## config.mk

```make
export PLATFORM = sky130hd
export DESIGN_NAME = mac_tap_engine
export DESIGN_NICKNAME = d
export VERILOG_FILES = /design/src/rtl/mac_tap_engine.sv
export SDC_FILE = /design/constraint.sdc
export NUM_CORES = 1
export LEC_CHECK = 0
export BUFFER_PORTS_ARGS = -buffer_cell sky130_fd_sc_hd__buf_2
export CORE_ASPECT_RATIO = 2
export CORE_MARGIN = 5
export CORE_UTILIZATION = 30
export CTS_BUF_LIST = sky130_fd_sc_hd__clkbuf_4
export DETAILED_ROUTE_END_ITERATION = 8
export PLACE_DENSITY = 0.46
export SYNTH_ARGS = -nofsm -noshare
export SYNTH_HDL_FRONTEND = slang
export SYNTH_SLANG_ARGS = --single-unit
```

## constraint.sdc

```tcl
create_clock -name CLK -period 7 [get_ports CLK]
set_clock_uncertainty 0.2 [all_clocks]
set_input_delay 0.7 -clock CLK [delete_from_list [all_inputs] [get_ports CLK]]
set_output_delay 0.7 -clock CLK [all_outputs]
set_load 0.02 [all_outputs]
```

## src/rtl/mac_tap_engine.sv

```systemverilog
// Frame-based FIR multiply-accumulate: TAPS products per frame, scaled result on a valid/ready register.
// Optional output saturation is enabled by defining MAC_SAT_EN; otherwise the result wraps.
module mac_tap_engine #(
  parameter int DATA_W = 16,
  parameter int COEF_W = 16,
  parameter int TAPS   = 16,
  parameter int GUARD  = 4,
  parameter int SHIFT  = 0,
  parameter int OUT_W  = 32
) (
  input  logic                     CLK,
  input  logic                     ARST,
  input  logic                     in_valid,
  input  logic                     in_first,
  input  logic signed [DATA_W-1:0] in_data,
  input  logic signed [COEF_W-1:0] in_coef,
  output logic signed [OUT_W-1:0]  out_data,
  output logic                     out_valid,
  input  logic                     out_ready,
  output logic                     ovf,
  input  logic                     ovf_clr,
  output logic                     busy
);

  localparam int PROD_W = DATA_W + COEF_W;
  localparam int ACC_W  = PROD_W + GUARD;
  localparam int TAP_W  = (TAPS > 1) ? $clog2(TAPS) : 1;
  localparam logic [TAP_W-1:0] LAST_IDX = TAP_W'(TAPS - 1);

  typedef enum logic {S_IDLE, S_ACC} state_t;

  state_t                   state_q, state_d;
  logic [TAP_W-1:0]         tap_idx_q, tap_idx_d;
  logic                     accept, tag_last;

  logic signed [PROD_W-1:0] prod_full, prod_q;
  logic                     prod_v_q, prod_first_q, prod_last_q;

  logic signed [ACC_W-1:0]  acc_q, acc_d, prod_ext, sum, shifted;
  logic                     load;
  logic signed [OUT_W-1:0]  result;

  logic signed [OUT_W-1:0]  out_data_q, out_data_d;
  logic                     out_valid_q, out_valid_d;
  logic                     ovf_q, ovf_d;

  // Frame sequencing: a first-tagged sample always (re)starts a frame.
  always_comb begin
    // NOTE: every combinational output gets a default first so no path leaves it unassigned (no latch).
    state_d   = state_q;
    tap_idx_d = tap_idx_q;
    accept    = 1'b0;
    tag_last  = 1'b0;
    if (in_valid && in_first) begin
      accept    = 1'b1;
      tap_idx_d = TAP_W'(1);
      if (TAPS == 1) begin
        tag_last = 1'b1;
        state_d  = S_IDLE;
      end else begin
        state_d  = S_ACC;
      end
    end else if (in_valid && (state_q == S_ACC)) begin
      accept = 1'b1;
      if (tap_idx_q == LAST_IDX) begin
        tag_last  = 1'b1;
        state_d   = S_IDLE;
        tap_idx_d = '0;
      end else begin
        tap_idx_d = tap_idx_q + TAP_W'(1);
      end
    end
  end

  assign prod_full = PROD_W'(in_data) * PROD_W'(in_coef);

  // Stage 2: a first-tagged product restarts the sum, so an abandoned frame never leaks.
  assign prod_ext = ACC_W'(prod_q);
  assign sum      = prod_first_q ? prod_ext : (acc_q + prod_ext);
  assign acc_d    = prod_v_q ? sum : acc_q;
  assign shifted  = sum >>> SHIFT;
  assign load     = prod_v_q & prod_last_q;

  generate
    if (OUT_W < ACC_W) begin : g_narrow
`ifdef MAC_SAT_EN
      logic [ACC_W-OUT_W:0] top;
      assign top    = shifted[ACC_W-1:OUT_W-1];
      assign result = ((&top) || !(|top)) ? OUT_W'(shifted)
                    : (top[ACC_W-OUT_W] ? {1'b1, {(OUT_W-1){1'b0}}}
                                        : {1'b0, {(OUT_W-1){1'b1}}});
`else
      assign result = OUT_W'(shifted);
`endif
    end else begin : g_wide
      assign result = OUT_W'(shifted);
    end
  endgenerate

  // A fresh load takes priority over both the consumer handshake and an ovf_clr.
  always_comb begin
    out_data_d  = out_data_q;
    out_valid_d = out_valid_q;
    ovf_d       = ovf_q;
    if (ovf_clr) ovf_d = 1'b0;
    if (load) begin
      out_data_d  = result;
      out_valid_d = 1'b1;
      if (out_valid_q && !out_ready) ovf_d = 1'b1;
    end else if (out_valid_q && out_ready) begin
      out_valid_d = 1'b0;
    end
  end

  // NOTE: sequential state uses non-blocking assignments so all registers update from pre-edge values.
  always_ff @(posedge CLK or posedge ARST) begin
    if (ARST) begin
      state_q      <= S_IDLE;
      tap_idx_q    <= '0;
      prod_q       <= '0;
      prod_v_q     <= 1'b0;
      prod_first_q <= 1'b0;
      prod_last_q  <= 1'b0;
      acc_q        <= '0;
      out_data_q   <= '0;
      out_valid_q  <= 1'b0;
      ovf_q        <= 1'b0;
    end else begin
      state_q      <= state_d;
      tap_idx_q    <= tap_idx_d;
      if (accept) prod_q <= prod_full;
      prod_v_q     <= accept;
      prod_first_q <= accept & in_first;
      prod_last_q  <= accept & tag_last;
      acc_q        <= acc_d;
      out_data_q   <= out_data_d;
      out_valid_q  <= out_valid_d;
      ovf_q        <= ovf_d;
    end
  end

  assign out_data  = out_data_q;
  assign out_valid = out_valid_q;
  assign ovf       = ovf_q;
  assign busy      = (state_q == S_ACC) | prod_v_q;

endmodule
```

Word-level counts from Yosys, hierarchy flattened --
Cells that the tools add are included.
Word-level totals: input port bits 38, output and inout port bits 35, bits in registers 110, word-level logic and storage cells 44, memories 0, bits in latches 0, RAM bits 0, memory bits (read-only) 0
Cells by class: divide/modulo/power cells 0, equal/unequal tests 1, reduce and logical (&&, ||, !) cells 9, bitwise operators 4, mux-type cells 17, add/subtract/negate cells 2, multipliers 1, $lt $le $gt $ge 0, shift operators 0
Operators by type and width (count):
- $add A36 B32 Y36 | 1
- $mux W36 | 1
- $mul A16 B16 Y32 | 1
- $mux W1 | 13
- $mux W4 | 3
- $reduce_bool A2 Y1 | 3
- $add A4 B1 Y4 const B | 1
- $eq A4 B4 Y1 const B | 1
- $logic_and A1 B1 Y1 | 4
- $and A1 B1 Y1 | 3
- $reduce_and A2 Y1 | 1
- $logic_not A1 Y1 | 1
- $or A1 B1 Y1 | 1

Longest topological paths before layout --
Gate-level depths: netlist of run 1.
word-level depth 5, depth in mapped cells 24, gate-level depth less buffers 22

Least setup slack after synthesis of run 1 --
OpenSTA, ideal clock, no wires.
path type input -> register, from in in_data[15], to reg prod_q[31], setup time 0.135 ns, stages on the path 21, required time 6.665 ns, arrival 6.261 ns, buffers on the path 1, setup slack 0.403 ns, path through clkbuf_1 > nand2_1 > inv_1 > fa_1 > fa_1 > inv_1 > fa_1 > inv_1 > fa_1 > fa_1 > fa_1 > ha_1 > a21o_1 > a21o_1 > a21oi_1 > nand4_1 > a211oi_1 > o21ai_0 > a31oi_1 > xnor2_1 > o21ai_0
Between the ends: word-level cells in the longest chain between the ends 1
RTL lines:
- start, declared | line 15 | input logic signed [DATA_W-1:0] in_data,
- $mul A16 B16 Y32 | line 75 | assign prod_full = PROD_W'(in_data) * PROD_W'(in_coef);
- end signal, assigned | line 131 | if (accept) prod_q <= prod_full;
- end, declared | line 36 | logic signed [PROD_W-1:0] prod_full, prod_q;
Every way passes these cells. A chain may end at the register's enable or synchronous reset.

Worst setup path after layout of run 1 --
from in in_data[7], to reg prod_q[30]
The elaborated chain is that of the path after synthesis.

==> reports/results.env, run 1 <==
CRITPATHMOSTFREQUENTCELL='sky130_fd_sc_hd__fa_1'
SLOWEST_STAGE='sky130_fd_sc_hd__fa_1'
SYNTH-ASYNC-RESET-RATIO=1.000
WIRE_PER_INST_UM=18.09
CRITICAL_PATH.STARTPOINT_TYPE='input port'
SLEW_LIMIT_FAILS=0
CRITICAL_PATH.ENDPOINT_TYPE='flip-flop'
DIE_WIDTH_UM=172.6
PATH_DELAY_FAMILY='adder cells'
AREA_GROWTH_PCT=8.215
MOST-COMMON-LAYOUT-CELLS='331 x sky130_fd_sc_hd__inv_1, 263 x sky130_fd_sc_hd__fa_1, 226 x sky130_fd_sc_hd__nand2_1'
MOST_USED_FLIP_FLOP_CELL_AFTER_SYNTHESIS='sky130_fd_sc_hd__dfrtp_1'
SYNTHESIS.INSTANCES=1768
DESIGN.FINAL.NETS=2229
INITIAL_CORE_UTILIZATION=0.3017
GR-USAGE-ALL-LAYERS=0.1614
POST_SYNTH_EDFFS=0
WORSTSETUPSTARTPOINT='in_data[7]'
DESIGN.CORE.AREA_UM2=52560
LAYOUT.CELLS.MOST_COMMON='sky130_fd_sc_hd__inv_1'
SYNTH_SEQUENTIAL_AREA_RATIO=0.1673
LARGEST_NET_DEGREE_AT_THE_START_OF_GLOBAL_ROUTING=68
SETUP_VIOL_COUNT_FINAL=0
START_POINT_OF_THE_WORST_MIN_DELAY_PATH='ovf_clr'
RR_STARTPOINT='prod_q[0]$_DFFE_PP0N_'
SETUP-TNS-FINAL_NS=0
WORST_SLACK_NS=0.6118
FILLERS=5561
CTS.REPORTEDPATHS.CLKPINSLEW_NS=0.15
TIMING.CRITICAL_PATH.FANOUT_MAX=13
WORSTPATHCELLLIST='buf_2 > buf_4 > nand2_1 > fa_1 > fa_1 > fa_1 > fa_1 > inv_1 > fa_1 > fa_1 > ha_1 > nand3_1 > a2111o_1 > nor2_1 > o2111ai_1 > a21oi_1 > o211ai_1 > a32oi_1 > mux2i_1 > o21ai_1'
WORST-SLEW-PIN-TRANSITION_NS=0.9465
CTS_TREE='done'
DETAILEDROUTE.FIRSTPASSITERATIONCOUNT=5
GRT_PASS1_WL_UM=74310
TIMING.FINAL.HOLD_VIOLATIONS=0
FP.DIEAREA_UM2=57830
VIA_COUNT=11926
CLOCKROOTBUFFER='sky130_fd_sc_hd__clkbuf_4'
INITIAL_ANTENNA_VIOLATION_COUNT=1
DETAILED_PLACE_HPWL_UM=37760
ROUTE.DETAILED.DRC=0
HOLD_PATH.CLASS='input port to flip-flop'
HTREE_NUM_LEVELS=3
NUM_ROWS=119
CP_DATA_ARRIVAL_TIME_NS=6.59
SYNTH_FP_NETS=2183
FINAL_HOLD_SLACK_NS=0.1521
OUTCOME='complete, no violations'
NUM_IO_PINS=73
VIASPERCELL=4.799
FINALWEIGHTEDCONGESTION=0.8961
MAXCAPVIOLATIONS=0
DRT_FIRST_ITER_VIOLATIONS=505
SYNTH.AVG_CELL_AREA_UM2=8.969
SETUP_REPAIR_AFTER_GLOBAL_ROUTING_MISSED_ITS_MARGIN='no'
CRITICAL_PATH_REQUIRED_TIME_NS=7.20
GRT_OVERFLOW=0
PLACEMENT.IO_BUFFERS=72
SYNTH_AREA_UM2=15860
CLOCK_SINKS=106
PERIOD_SHARE=0.9126
DIE_HEIGHT_UM=335.1
YOSYSWARNINGS=0
MAX_SLEW_MARGIN=0.3667
POSTCTSSETUPBUFFERS=0
CRIT_PATH_MAX_INCR_DELAY_NS=0.55
SHARE_OF_FINAL_LAYOUT_STANDARD_CELLS_STRONGER_THAN_DRIVE_STRENGTH_1=0.07752
FINISH.UTILIZATION=0.3265
CTS_BUFFERS=9
DETAIL-ROUTE-ANTENNA-NETS=0
BUFS_ON_LONGEST_CLOCK_PATH=2
CLK-INSERTION-DELAY-LATE_NS=0.52
CRITICAL_PATH_BUF_INV_COUNT=3
CRITPATHKIND='input port to flip-flop'
SYNTH_SEQ_CELLS=106
WIRELENGTH_UM=44950
GRT_PASS1_VIAS=13402
SYNTH.LIB_CELLS_USED.DISTINCT=65
ACHIEVABLE-FREQUENCY_MHz=156.5
DPL_WORST_SLACK_NS=-0.01570
TIMING.FINAL.CRIT_PERIOD_NS=6.388
==> worst reg2reg max path, delay by kind of cell, from the launching register on <==
family	cells	cell delay (ns)
buf+inv	1	0.07
mux	1	0.24
fa+ha+maj	2	0.59
compound gates	7	1.83
simple gates	1	0.16
flops	1	0.40
==> per-layer routing <==
metal / part of all wire / up-vias / global-route usage
met4: 0.041 / 0 / 0.06597
met1: 0.36 / 6015 / 0.1671
li1: - / 5642 / -
met2: 0.58 / 204 / 0.3270
met3: 0.022 / 65 / 0.01329
met5: 0 / - / 0
==> cell usage after synthesis, drive strengths merged, types with 8 or more instances <==
library cell,n,share of area
inv,333,0.079
fa,263,0.33
nand2,227,0.054
and2,125,0.049
ha,114,0.090
dfrtp,106,0.17
o21ai,102,0.032
a21oi,84,0.027
nor2,67,0.016
clkbuf,61,0.014
xnor2,41,0.023
a21o,26,0.012
xor2,19,0.010
nand3,18,0.0057
nand4,16,0.0073
and3,14,0.0056
mux2i,14,0.0088
nor2b,12,0.0047
a31oi,10,0.0039
o211ai,10,0.0054
o21bai,10,0.0047
nor3,9,0.0028
a211oi,8,0.0038
buf,8,0.0021
nand2b,8,0.0032
==> through the flow <==
step	area [µm²]	cells
after global placement	17040	2467
after floorplan	15860	1768
after CTS	17160	2484
final	17160	2485
after detailed placement	17040	2467
after global routing	17160	2485
==> layout make-up <==
| cell class | count | area (µm²) | area share |
|---|---|---|---|
| multi-input combinational | 1259 | 11700 | 0.6820 |
| sequential | 106 | 2654 | 0.1547 |
| inverter | 334 | 1256 | 0.07321 |
| tap | 665 | 832.0 | 0.04849 |
| timing repair buffer | 104 | 603.1 | 0.03515 |
| clock buffer | 10 | 75.07 | 0.004375 |
| clock inverter | 6 | 33.78 | 0.001969 |
| antenna | 1 | 2.502 | 0.0001458 |
==> state kept, by name, summed over array words and instances (netlist names) <==
name and flops:
prod_last_q 1, prod_first_q 1, acc_q 32, out_valid 1, tap_idx_q 4, prod_q 32
prod_v_q 1, out_data 32, state_q 1, ovf 1
==> final timing paths <==
kind,to,cells after the start,slack [ns]
setup reg to reg,acc_q[24]$_DFFE_PP0P_,12,3.45
hold reg to reg,out_data[6]$_DFFE_PP0P_,2,0.29
setup / recovery,prod_q[30]$_DFFE_PP0N_,20,0.61
hold / removal,ovf$_DFF_PP0_,2,0.15
max in group asynchronous,prod_v_q$_DFF_PP0_,4,4.77
min in group asynchronous,prod_last_q$_DFF_PP0_,3,0.57
==> logic make-up (layout without fill, tap and decap cells) <==
family,after synthesis,count (layout),synth area share
other,0,1,0
muxes,20,20,0.01310
and+or+nand+nor,510,510,0.1551
DFF,106,106,0.1673
buffers and inverters,403,454,0.09556
AOI/OAI and AO/OA,292,292,0.1138
adders and majority gates,377,377,0.4220
xor gates and xnor gates,60,60,0.03314
==> repair_timing <==
item,CTS,global route
hold buffers,1,0
setup endpoints to repair,0,0
hold endpoints to repair,41,0
resized for setup,0,0
Power of run 1 is not shown: default switching activity piles up to over one toggle a cycle in this logic, so the estimate is an artifact.
==> inputs of run 2 (changes only) <==
--- a/config.mk
+++ b/config.mk
@@ -7,7 +7,7 @@
 export LEC_CHECK = 0
 export BUFFER_PORTS_ARGS = -buffer_cell sky130_fd_sc_hd__buf_2
 export CORE_ASPECT_RATIO = 2
-export CORE_MARGIN = 5
+export CORE_MARGIN = 2
 export CORE_UTILIZATION = 30
 export CTS_BUF_LIST = sky130_fd_sc_hd__clkbuf_4
 export DETAILED_ROUTE_END_ITERATION = 8
==> run 2 against run 1 <==
  * Count of clock-buffer cells in the layout is the same
  * Sequential share of layout area about the same
  * Final area down 0.18%
  * Non-clock buffer count decreased by 5
  * Maximum frequency up 1.3%
  * Wire length fell by 2.1%
  * Critical path type unchanged
==> reports/results.env, run 2 (synthesis results as in run 1) <==
FP.DIEAREA_UM2=54820  # was 57830 µm²
DRT_FIRST_ITER_VIOLATIONS=429  # was 505
FINALWEIGHTEDCONGESTION=0.8334  # was 0.8961
CTS_BUFFERS=9  # unchanged
ROUTE.DETAILED.DRC=0  # unchanged
WORSTREGTOREGCELLS=12  # unchanged
HTREE_NUM_LEVELS=3  # unchanged
GRT_PASS1_WL_UM=72040  # was 74310 µm
OUTCOME='complete, no violations'  # unchanged
WORSTSETUPSTARTPOINT='in_data[9]'  # was in_data[7]
AREA_GROWTH_PCT=8.025  # was 8.215%
MAXCAPVIOLATIONS=0  # unchanged
RR_STARTPOINT='prod_q[0]$_DFFE_PP0N_'  # unchanged
LAYOUT.CELLS.MOST_COMMON='sky130_fd_sc_hd__inv_1'  # unchanged
HOLD_PATH.CLASS='input port to flip-flop'  # unchanged
PLACEMENT.IO_BUFFERS=72  # unchanged
CRITICAL_PATH_REQUIRED_TIME_NS=7.23  # was 7.20 ns
TIMING.FINAL.CRIT_PERIOD_NS=6.305  # was 6.388 ns
START_POINT_OF_THE_WORST_MIN_DELAY_PATH='ovf_clr'  # unchanged
WIRE_PER_INST_UM=17.75  # was 18.09 µm
SETUP-TNS-FINAL_NS=0  # unchanged
CLK-INSERTION-DELAY-LATE_NS=0.55  # was 0.52 ns
CRITICAL_R2R_CAPTURE='acc_q[24]$_DFFE_PP0P_'  # unchanged
CLOCK_SINKS=106  # unchanged
GRTUSAGEMET1=0.1691  # was 0.1671
REG_TO_REG_SLACK_SETUP_NS=3.54  # was 3.45 ns
VIASPERCELL=4.756  # was 4.799
DETAILED_PLACE_HPWL_UM=37010  # was 37760 µm
GRT_OVERFLOW=0  # unchanged
CTS.REPORTEDPATHS.CLKPINSLEW_NS=0.16  # was 0.15 ns
DESIGN.CORE.AREA_UM2=52410  # was 52560 µm²
DETAILEDROUTE.FIRSTPASSITERATIONCOUNT=4  # was 5
HOLDPATHEND='ovf$_DFF_PP0_'  # unchanged
GLOBALROUTEMET3UTIL=0.01262  # was 0.01329
DETAIL-ROUTE-ANTENNA-NETS=0  # unchanged
DIE_WIDTH_UM=166.6  # was 172.6 µm
CP_DATA_ARRIVAL_TIME_NS=6.53  # was 6.59 ns
LARGEST_NET_DEGREE_AT_THE_START_OF_GLOBAL_ROUTING=73  # was 68
GRT_BUSIEST_LAYER='met2'  # unchanged
MOST-COMMON-LAYOUT-CELLS='331 x sky130_fd_sc_hd__inv_1, 263 x sky130_fd_sc_hd__fa_1, 226 x sky130_fd_sc_hd__nand2_1'  # unchanged
SETUP_VIOL_COUNT_FINAL=0  # unchanged
NUM_IO_PINS=73  # unchanged
GR-USAGE-ALL-LAYERS=0.1683  # was 0.1614
DIE_HEIGHT_UM=329.1  # was 335.1 µm
FILLERS=5627  # was 5561
CRITICAL_PATH.STARTPOINT_TYPE='input port'  # unchanged
CLOCKROOTBUFFER='sky130_fd_sc_hd__clkbuf_4'  # unchanged
WORST-SLEW-PIN-TRANSITION_NS=0.9556  # was 0.9465 ns
NUM_ROWS=119  # unchanged
CRITICAL_PATH.ENDPOINT_TYPE='flip-flop'  # unchanged
TIMING.FINAL.HOLD_VIOLATIONS=0  # unchanged
ACHIEVABLE-FREQUENCY_MHz=158.6  # was 156.5 MHz
WIRELENGTH_UM=44020  # was 44950 µm
BUFS_ON_LONGEST_CLOCK_PATH=2  # unchanged
CTS_TREE='done'  # unchanged
INITIAL_CORE_UTILIZATION=0.3025  # was 0.3017
HOLD_PATH_DEPTH=2  # unchanged
VIA_COUNT=11795  # was 11.93k
PERIOD_SHARE=0.9008  # was 0.9126
MAX_SLEW_MARGIN=0.3607  # was 0.3667
DESIGN.FINAL.NETS=2224  # was 2229
GRT_USE_MET2=0.3439  # was 0.3270
INITIAL_ANTENNA_VIOLATION_COUNT=1  # unchanged
GRT_PASS1_VIAS=13207  # was 13.40k
TIMING.CRITICAL_PATH.FANOUT_MAX=16  # was 13
SETUP_REPAIR_AFTER_GLOBAL_ROUTING_MISSED_ITS_MARGIN='no'  # unchanged
SLEW_LIMIT_FAILS=0  # unchanged
CRITPATHKIND='input port to flip-flop'  # unchanged
SHARE_OF_FINAL_LAYOUT_STANDARD_CELLS_STRONGER_THAN_DRIVE_STRENGTH_1=0.07607  # was 0.07752
==> run 2: repair_timing <==
| item | in CTS | in global routing |
|---|---|---|
| hold buffers | 1 | 0 |
| endpoints found under the hold margin | 41 | 0 |
| gates resized for setup | 0 | 0 |
| setup buffers | 0 | 0 |
==> run 2: worst max-delay path by stage <==
stage,to,slack [ns],cells after the start
after CTS,prod_q[30]$_DFFE_PP0N_,0.71,19
after global placement,prod_q[30]$_DFFE_PP0N_,0.13,19
after global routing,prod_q[31]$_DFFE_PP0N_,0.38,22
after floorplan,prod_q[31]$_DFFE_PP0N_,0.40,21
final,prod_q[30]$_DFFE_PP0N_,0.69,19
after detailed placement,prod_q[30]$_DFFE_PP0N_,0.06,19
==> run 2: cell type report <==
type                       instances  area [µm²]  share of cell area
sequential                       106        2654              0.1549
tap                              665       832.0             0.04858
clock buffer                      10       75.07            0.004383
timing repair buffer              99       565.5             0.03302
antenna                            1       2.502           0.0001461
inverter                         334        1256             0.07334
multi-input combinational       1259       11700              0.6832
clock inverter                     6       41.29            0.002411
==> run 2: critical path: stages <==
cell	delay, ns
sky130_fd_sc_hd__buf_2	0.34
sky130_fd_sc_hd__nand2_1	0.14
sky130_fd_sc_hd__fa_1	0.53
sky130_fd_sc_hd__fa_1	0.49
sky130_fd_sc_hd__fa_1	0.52
sky130_fd_sc_hd__fa_1	0.54
sky130_fd_sc_hd__inv_1	0.05
sky130_fd_sc_hd__fa_1	0.49
sky130_fd_sc_hd__fa_1	0.43
sky130_fd_sc_hd__ha_1	0.39
sky130_fd_sc_hd__nand3_1	0.16
sky130_fd_sc_hd__a2111o_1	0.36
sky130_fd_sc_hd__nor2_1	0.12
sky130_fd_sc_hd__o2111ai_1	0.19
sky130_fd_sc_hd__a21oi_1	0.32
sky130_fd_sc_hd__o211ai_1	0.18
sky130_fd_sc_hd__a32oi_1	0.28
sky130_fd_sc_hd__mux2i_1	0.22
sky130_fd_sc_hd__o21ai_1	0.07
==> run 2: through the flow <==
stage	util	instance area, µm²	hold WS, ns	std cells	setup slack, ns
2_1_floorplan	-	15860	0.2672	1768	0.4032
3_3_place_gp	0.3244	17000	0.2626	2462	0.1291
3_5_place_dp	0.3244	17000	0.2665	2462	0.05700
4_1_cts	0.3268	17130	0.03734	2479	0.7133
5_1_grt	0.3268	17130	0.06349	2480	0.3815
6_report	0.3268	17130	0.1166	2480	0.6947
==> run 2: per-layer routing <==
metal / vias to the layer above / part of all wire
met1: 5921 / 0.36
met4: 0 / 0.047
met3: 63 / 0.019
met5: - / 0
li1: 5641 / -
met2: 170 / 0.57
Power of run 2 is left out for the same reason.
==> inputs of run 3 (changes only) <==
--- a/config.mk
+++ b/config.mk
@@ -11,6 +11,7 @@
 export CORE_UTILIZATION = 30
 export CTS_BUF_LIST = sky130_fd_sc_hd__clkbuf_4
 export DETAILED_ROUTE_END_ITERATION = 8
+export MAX_ROUTING_LAYER = met4
 export PLACE_DENSITY = 0.46
 export SYNTH_ARGS = -nofsm -noshare
 export SYNTH_HDL_FRONTEND = slang
==> run 3 against run 2 <==
  * Wire length fell by 0.19%
  * Global-route usage increased by 0.51 points
  * Final area is the same
  * Count of clock-buffer cells in the layout stayed put
  * Hold slack got worse by 0.0017 ns
  * Final cell count unchanged
  * Die area stayed put
  * First-iteration DRC count increased by 0.70%
  * Critical path depth did not move
  * Via count about the same
==> reports/results.env, run 3 (synthesis results as in run 1) <==
OUTCOME='complete, no violations'  # unchanged
CLK-INSERTION-DELAY-LATE_NS=0.55  # about the same
NUMBER_OF_BUFFERS_INSERTED_FOR_HOLD_REPAIR_AFTER_CLOCK_TREE_SYNTHESIS=1  # unchanged
CRITICAL_PATH.ENDPOINT_TYPE='flip-flop'  # unchanged
NUM_IO_PINS=73  # unchanged
CTS.REPORTEDPATHS.CLKPINSLEW_NS=0.16  # about the same
CTS_BUFFERS=9  # unchanged
MAXCAPVIOLATIONS=0  # unchanged
INITIAL_CORE_UTILIZATION=0.3025  # unchanged
START_POINT_OF_THE_WORST_MIN_DELAY_PATH='ovf_clr'  # unchanged
CRITICAL_PATH.STARTPOINT_TYPE='input port'  # unchanged
SLOWEST_STAGE='sky130_fd_sc_hd__fa_1'  # unchanged
WORSTREGTOREGCELLS=12  # unchanged
CP_DATA_ARRIVAL_TIME_NS=6.53  # about the same
ACHIEVABLE-FREQUENCY_MHz=158.7  # was 158.6 MHz
GRT_PASS1_WL_UM=72060  # was 72040 µm
SLEW_LIMIT_FAILS=0  # unchanged
FINALWEIGHTEDCONGESTION=0.8462  # was 0.8334
SETUP-TNS-FINAL_NS=0  # unchanged
DETAIL-ROUTE-ANTENNA-NETS=0  # unchanged
AREA_GROWTH_PCT=8.025  # unchanged
VIA_COUNT=11793  # was 11.80k
VIASPERCELL=4.755  # was 4.756
MAX_SLEW_MARGIN=0.3589  # was 0.3607
GRT_PASS1_VIAS=13188  # was 13.21k
REG_TO_REG_SLACK_SETUP_NS=3.56  # was 3.54 ns
SHARE_OF_FINAL_LAYOUT_STANDARD_CELLS_STRONGER_THAN_DRIVE_STRENGTH_1=0.07607  # unchanged
PERIOD_SHARE=0.9004  # was 0.9008
BUFS_ON_LONGEST_CLOCK_PATH=2  # unchanged
ROUTE.DETAILED.DRC=0  # unchanged
TIMING.FINAL.CRIT_PERIOD_NS=6.303  # was 6.305 ns
CRIT_PATH_MAX_INCR_DELAY_NS=0.54  # about the same
CTS_RESIZED=0  # unchanged
WORST-SLEW-PIN-TRANSITION_NS=0.9582  # was 0.9556 ns
WIRELENGTH_UM=43930  # was 44020 µm
GR-USAGE-ALL-LAYERS=0.1734  # was 0.1683
FILLERS=5627  # unchanged
HOLD_PATH.CLASS='input port to flip-flop'  # unchanged
CTS_TREE='done'  # unchanged
POSTCTSSETUPBUFFERS=0  # unchanged
CRITICAL_PATH_REQUIRED_TIME_NS=7.23  # about the same
LAYOUT.CELLS.MOST_COMMON='sky130_fd_sc_hd__inv_1'  # unchanged
DIE_HEIGHT_UM=329.1  # unchanged
MOST-COMMON-LAYOUT-CELLS='331 x sky130_fd_sc_hd__inv_1, 263 x sky130_fd_sc_hd__fa_1, 226 x sky130_fd_sc_hd__nand2_1'  # unchanged
DESIGN.CORE.AREA_UM2=52410  # unchanged
CLOCKROOTBUFFER='sky130_fd_sc_hd__clkbuf_4'  # unchanged
DIE_WIDTH_UM=166.6  # unchanged
DRT_FIRST_ITER_VIOLATIONS=432  # was 429
WIRE_PER_INST_UM=17.71  # was 17.75 µm
SETUP_REPAIR_AFTER_GLOBAL_ROUTING_MISSED_ITS_MARGIN='no'  # unchanged
CLOCK_SINKS=106  # unchanged
DETAILED_PLACE_HPWL_UM=37010  # unchanged
GRT_OVERFLOW=0  # unchanged
CRITICAL_R2R_CAPTURE='acc_q[24]$_DFFE_PP0P_'  # unchanged
HOLD_PATH_DEPTH=2  # unchanged
PLACEMENT.IO_BUFFERS=72  # unchanged
DESIGN.FINAL.NETS=2224  # unchanged
DETAILEDROUTE.FIRSTPASSITERATIONCOUNT=6  # was 4
CRITPATHKIND='input port to flip-flop'  # unchanged
HTREE_NUM_LEVELS=3  # unchanged
NUM_ROWS=119  # unchanged
INITIAL_ANTENNA_VIOLATION_COUNT=1  # unchanged
WORSTPATHCELLLIST='buf_2 > nand2_1 > fa_1 > fa_1 > fa_1 > fa_1 > inv_1 > fa_1 > fa_1 > ha_1 > nand3_1 > a2111o_1 > nor2_1 > o2111ai_1 > a21oi_1 > o211ai_1 > a32oi_1 > mux2i_1 > o21ai_1'  # unchanged
RR_STARTPOINT='prod_q[0]$_DFFE_PP0N_'  # unchanged
LARGEST_NET_DEGREE_AT_THE_START_OF_GLOBAL_ROUTING=73  # unchanged
TIMING.CRITICAL_PATH.FANOUT_MAX=16  # unchanged
CRITPATHMOSTFREQUENTCELL='sky130_fd_sc_hd__fa_1'  # unchanged
FP.DIEAREA_UM2=54820  # unchanged
HOLDPATHEND='ovf$_DFF_PP0_'  # unchanged
TIMING.FINAL.HOLD_VIOLATIONS=0  # unchanged
SETUP_VIOL_COUNT_FINAL=0  # unchanged
-- run 3: worst max path at each step --
stage,startpoint,to,cells after the start
CTS,in_data[9],prod_q[30]$_DFFE_PP0N_,19
floorplan,in_data[15],prod_q[31]$_DFFE_PP0N_,21
global route,in_coef[4],prod_q[31]$_DFFE_PP0N_,22
global placement,in_data[9],prod_q[30]$_DFFE_PP0N_,19
detailed placement,in_data[9],prod_q[30]$_DFFE_PP0N_,19
finish,in_data[9],prod_q[30]$_DFFE_PP0N_,19
-- run 3: per-layer routing --
| metal | vias to the layer above | wire length [µm] | track usage |
|---|---|---|---|
| li1 | 5632 | - | - |
| met3 | 61 | 848 | 0.01226 |
| met1 | 5930 | 15860 | 0.1695 |
| met2 | 170 | 25260 | 0.3453 |
| met5 | - | 0 | - |
| met4 | 0 | 1966 | 0.07571 |
-- run 3: critical path: cells and delay by family --
kind | cells | cell delay (ns)
compound gates | 6 | 1.40
fa+ha+maj | 7 | 3.39
buf+inv | 2 | 0.39
mux | 1 | 0.22
simple gates | 3 | 0.42
-- run 3: through the flow --
step           instance area [µm²]    util  hold WS, ns  std cells  worst slack, ns
2_1_floorplan                15860       -       0.2672       1768           0.4032
3_3_place_gp                 17000  0.3244       0.2626       2462           0.1291
3_5_place_dp                 17000  0.3244       0.2665       2462          0.05700
4_1_cts                      17130  0.3268      0.03734       2479           0.7133
5_1_grt                      17130  0.3268      0.06349       2480           0.3815
6_report                     17130  0.3268       0.1149       2480           0.6969
-- run 3: area by class of cell --
class / count / area (µm²) / share of cell area
flip-flops and latches: 106 / 2654 / 0.1549
clock buffers: 10 / 75.07 / 0.004383
repair buffers: 99 / 565.5 / 0.03302
diodes: 1 / 2.502 / 0.0001461
clock inverters: 6 / 41.29 / 0.002411
well taps: 665 / 832.0 / 0.04858
inverters: 334 / 1256 / 0.07334
multi-input cells: 1259 / 11700 / 0.6832
Power of run 3 is left out for the same reason.
